$ cat config.mk
export PLATFORM = sky130hd
export DESIGN_NAME = fixed_order_arbiter_requester
export DESIGN_NICKNAME = d
export VERILOG_FILES = /design/src/rtl/fixed_order_arbiter_pkg.sv /design/src/rtl/fixed_order_arbiter_req_channel.sv /design/src/rtl/fixed_order_arbiter_requester.sv
export SDC_FILE = /design/constraint.sdc
export NUM_CORES = 1
export LEC_CHECK = 0
export CAP_MARGIN = 15
export CELL_PAD_IN_SITES_DETAIL_PLACEMENT = 1
export CELL_PAD_IN_SITES_GLOBAL_PLACEMENT = 2
export CORE_UTILIZATION = 38
export CTS_CLUSTER_SIZE = 10
export DETAILED_ROUTE_END_ITERATION = 10
export HOLD_SLACK_MARGIN = 0.06
export PLACE_DENSITY = 0.8
export SYNTH_ARGS = -nofsm -noshare
export SYNTH_HDL_FRONTEND = slang
export SYNTH_HIERARCHICAL = 1
export SYNTH_SLANG_ARGS = --single-unit
$ cat constraint.sdc
create_clock -name clk -period 2.8 [get_ports clk]
set_input_delay 0.56 -clock clk [delete_from_list [all_inputs] [get_ports clk]]
set_output_delay 0.56 -clock clk [all_outputs]
set_load 0.03 [all_outputs]
$ cat src/rtl/fixed_order_arbiter_pkg.sv
// Shared constants and types for the fixed-order arbiter requester front end.
package fixed_order_arbiter_pkg;

    localparam int unsigned NUM_CH = 4;
    localparam int unsigned ID_W   = 2;

    typedef enum logic [0:0] {
        IDLE = 1'b0,
        WAIT = 1'b1
    } req_state_t;

endpackage

$ cat src/rtl/fixed_order_arbiter_req_channel.sv
// One requester channel: payload FIFO, IDLE/WAIT request FSM, timeout counter,
// single-cycle req pulse and eligible-grant detection.
module fixed_order_arbiter_req_channel
    import fixed_order_arbiter_pkg::*;
#(
    parameter int unsigned DW      = 8,
    parameter int unsigned DEPTH   = 2,
    parameter int unsigned TIMEOUT = 255
) (
    input  logic          clk,
    input  logic          rst,
    input  logic          i_in_valid,
    output logic          o_in_ready,
    input  logic [DW-1:0] i_in_data,
    input  logic          i_grant,
    input  logic          i_pop,
    output logic          o_req,
    output logic          o_eligible,
    output logic [DW-1:0] o_head,
    output logic          o_timeout
);

    localparam int unsigned PW = $clog2(DEPTH);
    localparam int unsigned CW = PW + 1;
    localparam int unsigned TW = $clog2(TIMEOUT + 1);

    logic [DW-1:0] r_mem [DEPTH];
    logic [PW-1:0] r_wr_ptr;
    logic [PW-1:0] r_rd_ptr;
    logic [CW-1:0] r_count;
    logic [CW-1:0] w_count_d;
    logic          w_push;

    req_state_t    r_state;
    req_state_t    w_state_d;
    logic          r_req;
    logic          w_req_d;
    logic [TW-1:0] r_timer;
    logic [TW-1:0] w_timer_d;
    logic          r_timeout;
    logic          w_timeout_d;

    // Ready depends on the registered count, so a same-cycle pop frees a slot one cycle later.
    assign o_in_ready = ~rst & (r_count != CW'(DEPTH));
    assign w_push     = i_in_valid & o_in_ready;
    assign o_head     = r_mem[r_rd_ptr];
    assign o_req      = r_req;
    assign o_timeout  = r_timeout;
    assign o_eligible = (r_state == WAIT) & ~r_req & i_grant;

    always_ff @(posedge clk) begin
        if (w_push) begin
            r_mem[r_wr_ptr] <= i_in_data;
        end
    end

    always_comb begin
        w_count_d = r_count;
        unique case ({w_push, i_pop})
            2'b10:   w_count_d = r_count + 1'b1;
            2'b01:   w_count_d = r_count - 1'b1;
            default: w_count_d = r_count;
        endcase
    end

    always_ff @(posedge clk or posedge rst) begin
        if (rst) begin
            r_wr_ptr <= '0;
            r_rd_ptr <= '0;
            r_count  <= '0;
        end else begin
            if (w_push) begin
                r_wr_ptr <= r_wr_ptr + 1'b1;
            end
            if (i_pop) begin
                r_rd_ptr <= r_rd_ptr + 1'b1;
            end
            r_count <= w_count_d;
        end
    end

    always_comb begin
        w_state_d   = r_state;
        w_req_d     = 1'b0;
        w_timer_d   = r_timer;
        w_timeout_d = r_timeout;
        unique case (r_state)
            IDLE: begin
                if (r_count != '0) begin
                    w_state_d = WAIT;
                    w_req_d   = 1'b1;
                    w_timer_d = '0;
                end
            end
            WAIT: begin
                if (r_timer != TW'(TIMEOUT)) begin
                    w_timer_d = r_timer + 1'b1;
                end
                if (w_timer_d == TW'(TIMEOUT)) begin
                    w_timeout_d = 1'b1;
                end
                if (i_pop) begin
                    w_state_d = IDLE;
                end
            end
            default: w_state_d = IDLE;
        endcase
    end

    always_ff @(posedge clk or posedge rst) begin
        if (rst) begin
            r_state   <= IDLE;
            r_req     <= 1'b0;
            r_timer   <= '0;
            r_timeout <= 1'b0;
        end else begin
            r_state   <= w_state_d;
            r_req     <= w_req_d;
            r_timer   <= w_timer_d;
            r_timeout <= w_timeout_d;
        end
    end

endmodule

$ cat src/rtl/fixed_order_arbiter_requester.sv
// Requester front end: four buffered channels, lowest-index grant servicing,
// registered output bus and sticky protocol error flags.
module fixed_order_arbiter_requester
    import fixed_order_arbiter_pkg::*;
#(
    parameter int unsigned DW      = 8,
    parameter int unsigned DEPTH   = 2,
    parameter int unsigned TIMEOUT = 255
) (
    input  logic                 clk,
    input  logic                 rst,
    input  logic [NUM_CH-1:0]    in_valid,
    output logic [NUM_CH-1:0]    in_ready,
    input  logic [NUM_CH*DW-1:0] in_data,
    output logic [NUM_CH-1:0]    req,
    input  logic [NUM_CH-1:0]    grant,
    output logic                 out_valid,
    output logic [ID_W-1:0]      out_id,
    output logic [DW-1:0]        out_data,
    output logic [NUM_CH-1:0]    err_timeout,
    output logic                 err_spurious,
    output logic                 err_multi
);

    logic [NUM_CH-1:0] w_eligible;
    logic [NUM_CH-1:0] w_sel;
    logic [DW-1:0]     w_head [NUM_CH];
    logic              w_sel_valid;
    logic [ID_W-1:0]   w_sel_id;
    logic [DW-1:0]     w_sel_data;
    logic              w_spurious;
    logic              w_multi;

    logic              r_out_valid;
    logic [ID_W-1:0]   r_out_id;
    logic [DW-1:0]     r_out_data;
    logic              r_err_spurious;
    logic              r_err_multi;

    for (genvar g = 0; g < NUM_CH; g++) begin : g_ch
        fixed_order_arbiter_req_channel #(
            .DW      (DW),
            .DEPTH   (DEPTH),
            .TIMEOUT (TIMEOUT)
        ) u_ch (
            .clk        (clk),
            .rst        (rst),
            .i_in_valid (in_valid[g]),
            .o_in_ready (in_ready[g]),
            .i_in_data  (in_data[g*DW +: DW]),
            .i_grant    (grant[g]),
            .i_pop      (w_sel[g]),
            .o_req      (req[g]),
            .o_eligible (w_eligible[g]),
            .o_head     (w_head[g]),
            .o_timeout  (err_timeout[g])
        );
    end

    // Descending scan so the lowest eligible index is the one left selected.
    always_comb begin
        w_sel       = '0;
        w_sel_valid = 1'b0;
        w_sel_id    = '0;
        w_sel_data  = '0;
        for (int i = NUM_CH - 1; i >= 0; i--) begin
            if (w_eligible[i]) begin
                w_sel       = '0;
                w_sel[i]    = 1'b1;
                w_sel_valid = 1'b1;
                w_sel_id    = ID_W'(i);
                w_sel_data  = w_head[i];
            end
        end
    end

    // Any grant bit that did not service a channel is spurious.
    assign w_spurious = |(grant & ~w_sel);
    assign w_multi    = (grant & (grant - 1'b1)) != '0;

    always_ff @(posedge clk or posedge rst) begin
        if (rst) begin
            r_out_valid    <= 1'b0;
            r_out_id       <= '0;
            r_out_data     <= '0;
            r_err_spurious <= 1'b0;
            r_err_multi    <= 1'b0;
        end else begin
            r_out_valid <= w_sel_valid;
            if (w_sel_valid) begin
                r_out_id   <= w_sel_id;
                r_out_data <= w_sel_data;
            end
            if (w_spurious) begin
                r_err_spurious <= 1'b1;
            end
            if (w_multi) begin
                r_err_multi <= 1'b1;
            end
        end
    end

    assign out_valid    = r_out_valid;
    assign out_id       = r_out_id;
    assign out_data     = r_out_data;
    assign err_spurious = r_err_spurious;
    assign err_multi    = r_err_multi;

endmodule

**Yosys cells after proc, flatten, opt, wreduce, memory -nomap -nowiden**

Memory sizes are Yosys's and may differ from the RTL's.
Index checks and enable logic that the tools add are counted.

- $add $sub $neg: 21
- Equal/unequal tests: 24
- Multiplexer cells: 60
- Reductions and logical operators: 14
- Bitwise operators: 28

Operators by type and width:

| cell | number |
|---|---|
| 2-to-1 mux 8 bit | 16 |
| case mux 8 bit (2 select lines) | 4 |
| adder 8 x 1 -> 8 bit (second input constant) | 4 |
| == test 8 bit (second input constant) | 4 |
| != test 8 bit (second input constant) | 4 |
| 2-to-1 mux 1 bit | 24 |
| bitwise AND 1 bit | 16 |
| 2-to-1 mux 4 bit | 4 |
| case mux 2 bit (2 select lines) | 4 |
| nonzero test 2 bit | 8 |
| NOT 1 bit | 9 |
| adder 1 bit (second input constant) | 8 |
| adder 2 x 1 -> 2 bit (second input constant) | 4 |
| bitwise AND 4 bit | 2 |
| == test 2 x 1 -> 1 bit (second input constant) | 4 |
| == test 2 bit (second input constant) | 4 |
| 2-to-1 mux 2 bit | 4 |
| != test 2 x 1 -> 1 bit (second input constant) | 4 |
| != test 2 bit (second input constant) | 4 |
| case mux 1 bit (2 select lines) | 4 |
| AND reduction 2 bit | 4 |
| subtractor 2 x 1 -> 2 bit (second input constant) | 4 |
| NOT 4 bit | 1 |
| nonzero test 4 bit | 1 |
| 2 further kinds | 2 |

- Output and inout port bits: 25
- Memories: 4
- Register bits: 73
- Logic and storage cells: 184
- Memory bits (writable): 64
- Input port bits: 42

Memories:

| memory | depth | bits a word | rd ports | clocked after Yosys merged registers in | write ports | RTL line | text |
|---|---|---|---|---|---|---|---|
| g_ch[0].u_ch.r_mem | 2 | 8 | 1 | 0 | 1 | fixed_order_arbiter_req_channel.sv:27 | `logic [DW-1:0] r_mem [DEPTH];` |
| g_ch[1].u_ch.r_mem | 2 | 8 | 1 | 0 | 1 | fixed_order_arbiter_req_channel.sv:27 |  |
| g_ch[2].u_ch.r_mem | 2 | 8 | 1 | 0 | 1 | fixed_order_arbiter_req_channel.sv:27 |  |
| g_ch[3].u_ch.r_mem | 2 | 8 | 1 | 0 | 1 | fixed_order_arbiter_req_channel.sv:27 |  |

**Depth between registers and ports, before layout**

Gate-level depths: netlist of run 1.

- Depth in word-level cells: 10
- Gate-level depth with buffers: 10
- Gate-level depth less buffers: 8

**Cells and area by module**

The synthesis of run 1 kept the hierarchy.

Modules (own cells, without submodules):

| module | area each (um^2) | seq. area each (um^2) | times used | cells each |
|---|---|---|---|---|
| fixed_order_arbiter_req_channel (g_ch[1].u_ch ...) | 1448.9 | 855.8 | 2 | 119 |
| fixed_order_arbiter_req_channel (g_ch[0].u_ch) | 1441.4 | 855.8 | 1 | 121 |
| fixed_order_arbiter_req_channel (g_ch[2].u_ch) | 1430.1 | 855.8 | 1 | 115 |
| fixed_order_arbiter_requester | 808.3 | 325.3 | 1 | 91 |

**Worst setup path after synthesis of run 1**

No wires, ideal clock.

- Kind: flip-flop to flip-flop
- Start point: register g_ch[3].u_ch.r_state
- End point: register g_ch[3].u_ch.r_count[1]
- Setup slack: 544 ps
- Data required time: 2721 ps
- Setup time: 79 ps
- Stages on the path, launching flop included: 9
- Clock period less this slack: 2256 ps
- Arrival time: 2176 ps
- Path through: dfrtp_1 > clkbuf_1 > inv_1 > nor3b_1 > or4b_2 > inv_1 > ha_1 > nor2_1 > xor2_1

- Word-level cells in the longest chain between the ends: 8

Ends and longest elaborated chain:

| item | RTL line | text |
|---|---|---|
| start, declared | fixed_order_arbiter_req_channel.sv:34 | `req_state_t r_state;` |
| start signal, assigned | fixed_order_arbiter_req_channel.sv:117 | `r_state <= w_state_d;` |
| bitwise AND 1 bit (*) (2 in a row) | fixed_order_arbiter_req_channel.sv:49 | `assign o_eligible = (r_state == WAIT) & ~r_req & i_grant;` |
| net w_eligible[3] | fixed_order_arbiter_requester.sv:25 | `logic [NUM_CH-1:0] w_eligible;` |
| 2-to-1 mux 4 bit (*) (4 in a row) | fixed_order_arbiter_requester.sv:67 | `if (w_eligible[i]) begin` |
| net w_sel[3] | fixed_order_arbiter_requester.sv:26 | `logic [NUM_CH-1:0] w_sel;` |
| == test 2 x 1 -> 1 bit / == test 2 bit (equally long branches) | fixed_order_arbiter_req_channel.sv:59 | `unique case ({w_push, i_pop})` |
| case mux 2 bit (2 select lines) / nonzero test 2 bit (equally long branches) | -- |  |
| end signal, assigned | fixed_order_arbiter_req_channel.sv:78 | `r_count <= w_count_d;` |
| end, declared | fixed_order_arbiter_req_channel.sv:30 | `logic [CW-1:0] r_count;` |

The timed path passes the listed nets; every way through them passes the cells marked *.
A chain may end at the register's enable or synchronous reset.

**Worst setup path after layout of run 1**

- Start point: input grant[3]
- End point: register g_ch[3].u_ch.r_count[1]

- Word-level cells in the longest chain between the ends: 7

Ends and longest elaborated chain:

| item | RTL line | text |
|---|---|---|
| start, declared | fixed_order_arbiter_requester.sv:16 | `input logic [NUM_CH-1:0] grant,` |
| bitwise AND 1 bit (*) | fixed_order_arbiter_req_channel.sv:49 |  |
| net w_eligible[3] | fixed_order_arbiter_requester.sv:25 |  |
| 2-to-1 mux 4 bit (*) (4 in a row) | fixed_order_arbiter_requester.sv:67 |  |
| net w_sel[3] | fixed_order_arbiter_requester.sv:26 |  |
| == test 2 x 1 -> 1 bit / == test 2 bit (equally long branches) | fixed_order_arbiter_req_channel.sv:59 |  |
| case mux 2 bit (2 select lines) / nonzero test 2 bit (equally long branches) | -- |  |

Marks and branches as above.

==> metrics.md, run 1 <==
| Metric | Value |
|---|---|
| Maximum VDD drop | 550.9 uV |
| PD cells | 1043 nW/um2 |
| Synthesized area | 6578 um2 |
| Drc violations | 0 |
| Largest net degree at the start of global routing | 21 |
| Placed cell areas | 7421 um2 |
| Critical path peak fanout | 2 |
| Multi-input gate area | 2525 um2 |
| First-pass GRT wire length | 26.54 mm |
| Worst R2R Setup Slack | 0.65 ns |
| Layout Nets | 681 |
| Post-synthesis cell type count | 62 |
| Vias in the first global route | 5001 |
| Critical path arrival | 2.66 ns |
| Die W | 133.6 um |
| Final setup skew | 0.008271 ns |
| Post-synth ARST share | 53.28% |
| Wire length per cell after detailed routing | 18.78 um |
| Gr usage total | 19.56% |
| Unrepaired setup endpoints after global routing | false |
| Initial Util | 39.25% |
| Data required time of the worst path | 3.14 ns |
| Cell Chain, Critical Path | clkdlybuf4s50_1 -> nor3b_1 -> or4b_2 -> inv_1 -> ha_1 -> nor2_1 -> xor2_1 |
| Pre-antenna DRT Iters | 4 |
| Leakage | 0.003144 uW |
| Clk sinks | 137 |
| Synth Flop Type | dfrtp_1 |
| Initial antenna violation count | 0 |
| Post-route antenna net violation count | 0 |
| Diodes inserted | 0 |
| Global route overflow | 0 |
| Layout cell share with drive strength beyond 1 | 16.15% |
| Max Cap Violations | 0 |
| Setup CP Type | input pin to flop |
| Post-CTS setup buffer count | 0 |
| CP endpoint kind | flop |
| Cell row count | 47 |
| Most common cell after layout, fill and taps aside | dfrtp_1 |
| Post-Place Setup Slack | 0.06795 ns |
| Root Buffer | clkbuf_16 |
| #FFs+latches synth | 137 |
| IO Port Bufs | 66 |
| CP max-delay cell | or4b_2 |
| Final setup violation count | 0 |
| Top-area cell type share of the netlist area | 29.22% |
| Family with the most delay on the worst path | simple AND/OR/NAND/NOR gates |
| Mean post-synth cell area | 11.64 um2 |
| RePlAce Congestion | 0.8405 |
| Worst-Skew Late Latency | 0.42 ns |
| Synth warn | 6 |
| Detail Placement HPWL | 11.65 mm |
| I/O pin total | 67 |
| CTS tree | yes |
| Slew Limit Fails | 0 |
| CTS clk-pin slew, worst paths | 0.06 ns |
| Via count | 4701 |
| Core Region | 16760 um2 |
| Most frequent cells in the layout | dfrtp_1 (73), edfxtp_1 (64), clkdlybuf4s50_1 (62) |
| Seq. cell area | 3749 um2 |
| Final Worst Setup Slack | 0.4766 ns |
| Die area | 17840 um2 |
| Max Clk Rate | 430.4 MHz |
| Fin area | 8029 um2 |
| Synth top area cells | edfxtp_1 (29%), dfrtp_1 (28%), mux2_2 (5.5%) |
| CTS H-Tree Depth | 4 |
| Status | finished, final reports clean |
| Rel. slew slack | 35.39% |
| Bufs and invs on worst path | 2 |
| Net Count, Synth | 615 |
| Area grow syn2layout | 22.07% |
| Post-CTS Hold Buffers | 0 |
| Routed Wire Length | 16.22 mm |
| CP peak stage delay | 0.64 ns |
| Worst min-delay path category | flop to flop |
| Fin Setup TNS | 0 ns |
| Die Ht | 133.6 um |
| Seq/Total Area, Yosys | 56.99% |
| Leading area contributor after synthesis | edfxtp_1 |
| Minimum clock period | 2.323 ns |
| Filler instances | 1778 |
| Post-synth EDFFs | 64 |
| CP Launch Type | input pin |
| Deepest clock path buffer count | 2 |
| Starting DRT DRC Count | 250 |
| Period utilization | 82.98% |
| Clock buffer count from CTS | 17 |
| CTS resizes | 0 |
| Fin. Hold Viols | 0 |
| Overall power | 8376 uW |
| Worst-Margin Slew | 0.9618 ns |
| Cells after Synth | 565 |
| Vias/cell | 5.441 |
## sequential cells by signal (all words and copies together) (netlist names)
register and cells:
g_ch.u_ch/r_mem 64, g_ch.u_ch/r_timer 32, g_ch.u_ch/r_count 8, out_data 8, g_ch.u_ch/o_req 4, g_ch.u_ch/o_timeout 4, g_ch.u_ch/r_rd_ptr 4, g_ch.u_ch/r_state 4
g_ch.u_ch/r_wr_ptr 4, out_id 2, err_multi 1, err_spurious 1, out_valid 1
## metal layers
metal  GRT usage, %  up-vias  routed length, um
met1          25.23     2359               7377
met4          7.323        0                265
met3          4.376       18                688
met5              0        -                  0
li1               -     2232                  -
met2          32.12       92               7891
## stage by stage
step	cells	hold slack, ns	util [%]
floorplan	565	0.4370	-
finish	864	0.4642	47.91
detailed placement	832	0.4575	44.28
global placement	832	0.4531	44.28
CTS	864	0.4709	47.91
global route	864	0.4967	47.91
## final cells by class
| cell class | instances | share of cell area (%) |
|---|---|---|
| Sequential cell | 137 | 46.69 |
| Multi-Input combinational cell | 369 | 31.45 |
| Timing Repair Buffer | 85 | 9.880 |
| Clock buffer | 18 | 5.345 |
| Tap cell | 220 | 3.428 |
| Clock inverter | 14 | 2.228 |
| Inverter | 21 | 0.9818 |
## cells in the mapped netlist, drive strengths merged, types with 2 or more instances
cell type,count
xor2,10
and3,10
nand3,15
or3,4
edfxtp,64
ha,8
a22o,3
nand2,40
nor2,33
and3b,2
o21a,2
o21bai,2
a211oi,2
a32o,4
nor3,8
o21ai,18
clkbuf,19
o22ai,6
a41o,6
nand4b,3
a221oi,3
nand3b,7
mux2,32
xnor2,13
nand2b,6
dfrtp,73
nor3b,3
nand4,8
a21oi,61
a2bb2oi,7
o221ai,2
o22a,7
and4,6
a41oi,7
a31oi,10
inv,20
mux2i,4
a21o,5
and2,4
nor2b,2
buf,19
## kinds of logic after synthesis
| group | count (synthesis) | synth area share [%] |
|---|---|---|
| flip-flops | 137 | 56.99 |
| adder cells (fa/ha/maj) | 9 | 1.674 |
| AND/OR/NAND/NOR | 153 | 12.54 |
| buffers and inverters | 59 | 4.622 |
| XOR/XNOR | 23 | 3.063 |
| AO/OA/AOI/OAI | 148 | 15.03 |
| multiplexers | 36 | 6.087 |
## final timing paths
kind,end,depth (start not counted),from
min reg2reg,g_ch[3].u_ch/o_timeout,1,g_ch[3].u_ch/o_timeout
min,g_ch[3].u_ch/o_timeout,1,g_ch[3].u_ch/o_timeout
max in group asynchronous,g_ch[0].u_ch/r_wr_ptr,3,rst
max reg2reg,g_ch[3].u_ch/r_count[1],7,g_ch[3].u_ch/r_state
min in group asynchronous,out_id[1],3,rst
max,g_ch[3].u_ch/r_count[1],7,grant[3]
## power breakdown
part | internal [uW] | switching (uW) | leakage, uW | total (uW)
clock network | 1480 | 855 | 0.000283 | 2330
registers | 2630 | 613 | 0.00149 | 3250
logic | 1260 | 1530 | 0.00137 | 2800
total | 5370 | 3000 | 0.00314 | 8380
(Power assumes the default switching activity.)
==> run 2, diff against run 1 <==
clock period = 2.3 ns   (was 2.8 ns; I/O delays follow)
==> metrics.md, run 2 (same netlist as run 1, synthesis figures left out) <==
| Metric | Value |
|---|---|
| Layout cell share with drive strength beyond 1 | 17.41% |
| Largest net degree at the start of global routing | 22 |
| Final setup skew | 0.009291 ns |
| Initial Util | 39.25% |
| Die W | 133.6 um |
| Global route overflow | 0 |
| CTS resizes | 0 |
| Vias in the first global route | 4927 |
| Rel. slew slack | 40.33% |
| Post-Place Setup Slack | -0.2736 ns |
| CTS H-Tree Depth | 4 |
| RR Endpoint | g_ch[3].u_ch/r_count[1] |
| Overall power | 10470 uW |
| Unrepaired setup endpoints after global routing | false |
| Deepest clock path buffer count | 2 |
| Min Hold Slack | 0.4691 ns |
| IO Port Bufs | 66 |
| Via count | 4726 |
| Gr usage total | 19.62% |
| Core Region | 16760 um2 |
| CTS tree | yes |
| I/O pin total | 67 |
| Worst-Margin Slew | 0.8882 ns |
| Fin. Hold Viols | 0 |
| Layout Nets | 686 |
| Clk sinks | 137 |
| Wire length per cell after detailed routing | 19.15 um |
| Detail Placement HPWL | 11.69 mm |
| Cell row count | 47 |
| Regs by FF count | g_ch.u_ch/r_mem (64), g_ch.u_ch/r_timer (32) |
| RePlAce Congestion | 0.8165 |
| Worst R2R Path Depth | 6 |
| Clock buffer count from CTS | 17 |
| Worst R2R Setup Slack | 0.23 ns |
| Critical path arrival | 2.51 ns |
| Cell depth of the worst hold path | 1 |
| Post-CTS Hold Buffers | 0 |
| Worst min-delay path category | flop to flop |
| Worst-Skew Late Latency | 0.42 ns |
| Pre-antenna DRT Iters | 5 |
| Data required time of the worst path | 2.65 ns |
| Most common cell after layout, fill and taps aside | dfrtp_1 |
| Reg with most FFs | g_ch.u_ch/r_mem |
| Hold wc startpoint | g_ch[3].u_ch/o_timeout |
| Largest register FFs | 64 |
| CP endpoint kind | flop |
| Die Ht | 133.6 um |
| CTS clk-pin slew, worst paths | 0.06 ns |
| Post-route antenna net violation count | 0 |
| Final setup violation count | 0 |
| Worst R2R Start | g_ch[0].u_ch/o_req |
| PD cells | 1291 nW/um2 |
| Root Buffer | clkbuf_16 |
| Period utilization | 94.18% |
| Critical path peak fanout | 2 |
| Worst Hold Path EP | g_ch[3].u_ch/o_timeout |
| Setup CP Type | input pin to flop |
| Most frequent cells in the layout | dfrtp_1 (73), edfxtp_1 (64), clkdlybuf4s50_1 (62) |
| Status | finished, final reports clean |
| Leakage | 0.003195 uW |
| Maximum VDD drop | 629.2 uV |
| Initial antenna violation count | 0 |
| Area grow syn2layout | 23.26% |
| Drc violations | 0 |
| Vias/cell | 5.438 |
| Filler instances | 1762 |
| Diodes inserted | 0 |
| Max Cap Violations | 0 |
| Routed Wire Length | 16.64 mm |
| Final Worst Setup Slack | 0.1338 ns |
| Max Clk Rate | 461.6 MHz |
| Slew Limit Fails | 0 |
| First-pass GRT wire length | 26.61 mm |
| Minimum clock period | 2.166 ns |
| Post-CTS setup buffer count | 0 |
| CP Launch Type | input pin |
| Starting DRT DRC Count | 251 |
| Die area | 17840 um2 |
==> run 2: cell count changes in the layout (fill, tap and decap cells not counted) <==
cell	delta
clkinv_4	+1
inv_6	+1
clkinv_1	-4
clkinv_2	+1
bufinv_16	+1
clkinvlp_4	-1
buf_4	+5
inv_8	+1
==> run 2: final cells by class <==
type                       instances  area, um2  area share (%)
clock buffer                      18      429.2           5.293
clock inverter                    14      220.2           2.716
inverter                          21      78.83          0.9722
multi-input combinational        369       2525           31.14
sequential                       137       3749           46.23
tap                              220      275.3           3.395
timing repair buffer              90      830.8           10.25
==> run 2: report_power, final <==
group	switching [uW]	internal, uW
logic	1930	1570
registers	734	3210
clock network	1100	1940
total	3760	6710
==> run 2: worst max-delay path by stage <==
| stage | startpoint | to | slack, ns |
|---|---|---|---|
| finish | grant[3] | g_ch[3].u_ch/r_count[1] | 0.13 |
| global route | grant[3] | g_ch[3].u_ch/r_count[1] | 0.03 |
| CTS | grant[3] | g_ch[3].u_ch/r_count[1] | 0.13 |
| detailed placement | grant[3] | g_ch[3].u_ch/r_count[1] | -0.27 |
| global placement | grant[3] | g_ch[3].u_ch/r_count[1] | -0.29 |
| floorplan | g_ch[3].u_ch/r_state | g_ch[3].u_ch/r_count[1] | 0.04 |
==> run 2: worst max-delay path: stages <==
cell and delay, ns:
clkdlybuf4s50_1 0.51, nor3b_1 0.24, or4b_2 0.63, inv_1 0.11
ha_1 0.26, nor2_1 0.17, xor2_1 0.15
==> run 2: per-stage QoR <==
step           utilization [%]  cells  TNS (ns)  area [um2]
2_1_floorplan                -    565         0        6578
3_3_place_gp             44.50    837   -0.6684        7458
3_5_place_dp             44.50    837    -1.166        7458
4_1_cts                  48.38    869         0        8108
5_1_grt                  48.38    869         0        8108
6_report                 48.38    869         0        8108
==> run 2: routing by layer <==
metal  wire length, um  global-route usage, %
met1              7564                  24.89
met2              8203                  32.78
met3               716                  5.403
met4               157                  5.492
met5                 0                      0
==> RTL change: new RTL, config.mk and constraints of run 1 <==
Reset style: synchronous (`rst`), changed in 3 clocked blocks.
--- a/src/rtl/fixed_order_arbiter_req_channel.sv
+++ b/src/rtl/fixed_order_arbiter_req_channel.sv
@@ -64,5 +64,5 @@
     end
 
-    always_ff @(posedge clk or posedge rst) begin
+    always_ff @(posedge clk) begin
         if (rst) begin
             r_wr_ptr <= '0;
@@ -108,5 +108,5 @@
     end
 
-    always_ff @(posedge clk or posedge rst) begin
+    always_ff @(posedge clk) begin
         if (rst) begin
             r_state   <= IDLE;
--- a/src/rtl/fixed_order_arbiter_requester.sv
+++ b/src/rtl/fixed_order_arbiter_requester.sv
@@ -79,5 +79,5 @@
     assign w_multi    = (grant & (grant - 1'b1)) != '0;
 
-    always_ff @(posedge clk or posedge rst) begin
+    always_ff @(posedge clk) begin
         if (rst) begin
             r_out_valid    <= 1'b0;
Behaviour: differs if rst is asserted again (counterexample within 4 cycles, from zero or initial values and one cycle with rst high); with rst held inactive, the same outputs for 4 cycles.
==> RTL change against run 1 <==
- routed wire length grew 7.5%
- power shrank 25%
- area after synthesis grew 2.5%
- cell area grew 0.51%
- sequential cell count grew 4
- hold slack lost 0.0033 ns
- worst setup slack lost 0.15 ns
- largest power group unchanged
- highest routed layer unchanged
==> RTL change: results (changes against run 1) <==
Post-Place Cell Area: 0.00751 sq mm (+1.2%)
Gpl congestion: 0.805 (-4.2%)
Global routing usage on met1: 26.4% (+1.2 points)
Largest net degree at the start of global routing: 35 (+67%)
Met2 Use GR: 32.4% (+0.25 points)
Post-synthesis sequential area ratio: 51.3% (-5.6 points)
Least-Margin Pin Slew: 0.586 ns (-0.376 ns)
DR iter-0 viols: 241 (-3.6%)
Total via count in the routed design: 5,181 (+10%)
GRT Total Usage: 19.9% (+0.39 points)
Placed cell count: 896 (+7.7%)
Hpwl dp: 12.4 mm (+6.7%)
Wl on met1: 8.13 mm (+10%)
Asr flop ratio synth: 0% (-53 points)
Net Count, Synth: 672 (+9.3%)
Hold Startpoint: g_ch[3].u_ch/o_timeout$_SDFFE_PP0P_
Avg WL per Cell: 18.8 um (about the same)
CP delay by family, top: buffers and inverters
Routed length on met2: 8.34 mm (+5.7%)
Met3 WL: 720 um (+4.7%)
Top post-synthesis cells by area: edfxtp_1, dfxtp_1, mux2_2
Critical path fanouts, max: 5 (+3)
FF-to-FF Start: g_ch[1].u_ch/o_req$_SDFF_PP0_
Share of cells above drive strength 1: 15.1% (-1.1 points)
Most instantiated cells after synthesis: dfxtp_1, edfxtp_1, nor2_1, a21oi_1, mux2_2
GR Layer Usage met3: 4.49% (+0.11 points)
RR Endpoint: g_ch[2].u_ch/r_count[1]$_SDFFE_PP0P_
Critical path's slowest cell: clkdlybuf4s50_1
Xor/xnor share of the synthesized area: 2.60% (-0.47 points)
Number of global-route vias before repair: 5,274 (+5.5%)
WP data arrival: 1.91 ns (-0.75 ns)
Post-Syn Instances: 622 (+10%)
IR drop worst, VDD: 0.484 mV (-12%)
Drt first pass iters: 5 (+1)
Post-Layout Cell Count: 928 (+7.4%)
Largest stage delay, worst path: 0.71 ns (+0.07 ns)
Worst hold stages: 2 (+1)
Synth Area in Compound Gates: 17.1% (+2.1 points)
Worst slack at placement: 0.0904 ns (+0.0224 ns)
Run status: complete, no violations
==> RTL change: cell count changes after synthesis, moves of 8 or more <==
cell,run 1,this run
o21ai_0,17,9
nand4_1,8,16
nor3_1,7,27
buf_6,8,21
a211oi_1,0,12
o211ai_1,1,20
dfrtp_1,73,0
nor2_1,31,55
dfxtp_1,0,77
nand2_1,39,21
a32oi_1,0,8
==> RTL change: where the power goes <==
part | switching, mW | internal (mW)
sequential | 0.198 | 2.36
combinational | 0.870 | 0.662
clock | 0.900 | 1.25
total | 1.97 | 4.27
==> RTL change: cells by family after synthesis <==
kind of cell,Yosys count
compound gates,170
fa+ha+maj,8
mux,32
buf+inv,68
flops,141
simple gates,183
xor+xnor,20
==> RTL change: worst max path at each step <==
stage	from	endpoint	slack, ns
2_1_floorplan	g_ch[0].u_ch/r_state$_SDFF_PP0_	g_ch[3].u_ch/r_count[1]$_SDFFE_PP0P_	0.54
3_3_place_gp	grant[0]	g_ch[2].u_ch/r_count[1]$_SDFFE_PP0P_	0.14
3_5_place_dp	grant[0]	g_ch[2].u_ch/r_count[1]$_SDFFE_PP0P_	0.09
4_1_cts	g_ch[1].u_ch/r_count[0]$_SDFFE_PP0P_	in_ready[1]	0.28
5_1_grt	g_ch[1].u_ch/r_count[0]$_SDFFE_PP0P_	in_ready[1]	0.25
6_report	g_ch[1].u_ch/r_count[0]$_SDFFE_PP0P_	in_ready[1]	0.33
==> RTL change: cell type report <==
cell class                      instances  area (sq um)
Clock buffer                           20           447
Clock inverter                         12           113
Fill cell                            1880          9230
Inverter                               26          97.6
Multi-Input combinational cell        413          2830
Sequential cell                       141          3460
Tap cell                              225           282
Timing Repair Buffer                   91           843
==> RTL change: worst min-delay path: cells and delay by family, from the launching register on <==
kind	cells	cell delay, ns
compound gates	1	0.06
flops	1	0.31
simple gates	1	0.05
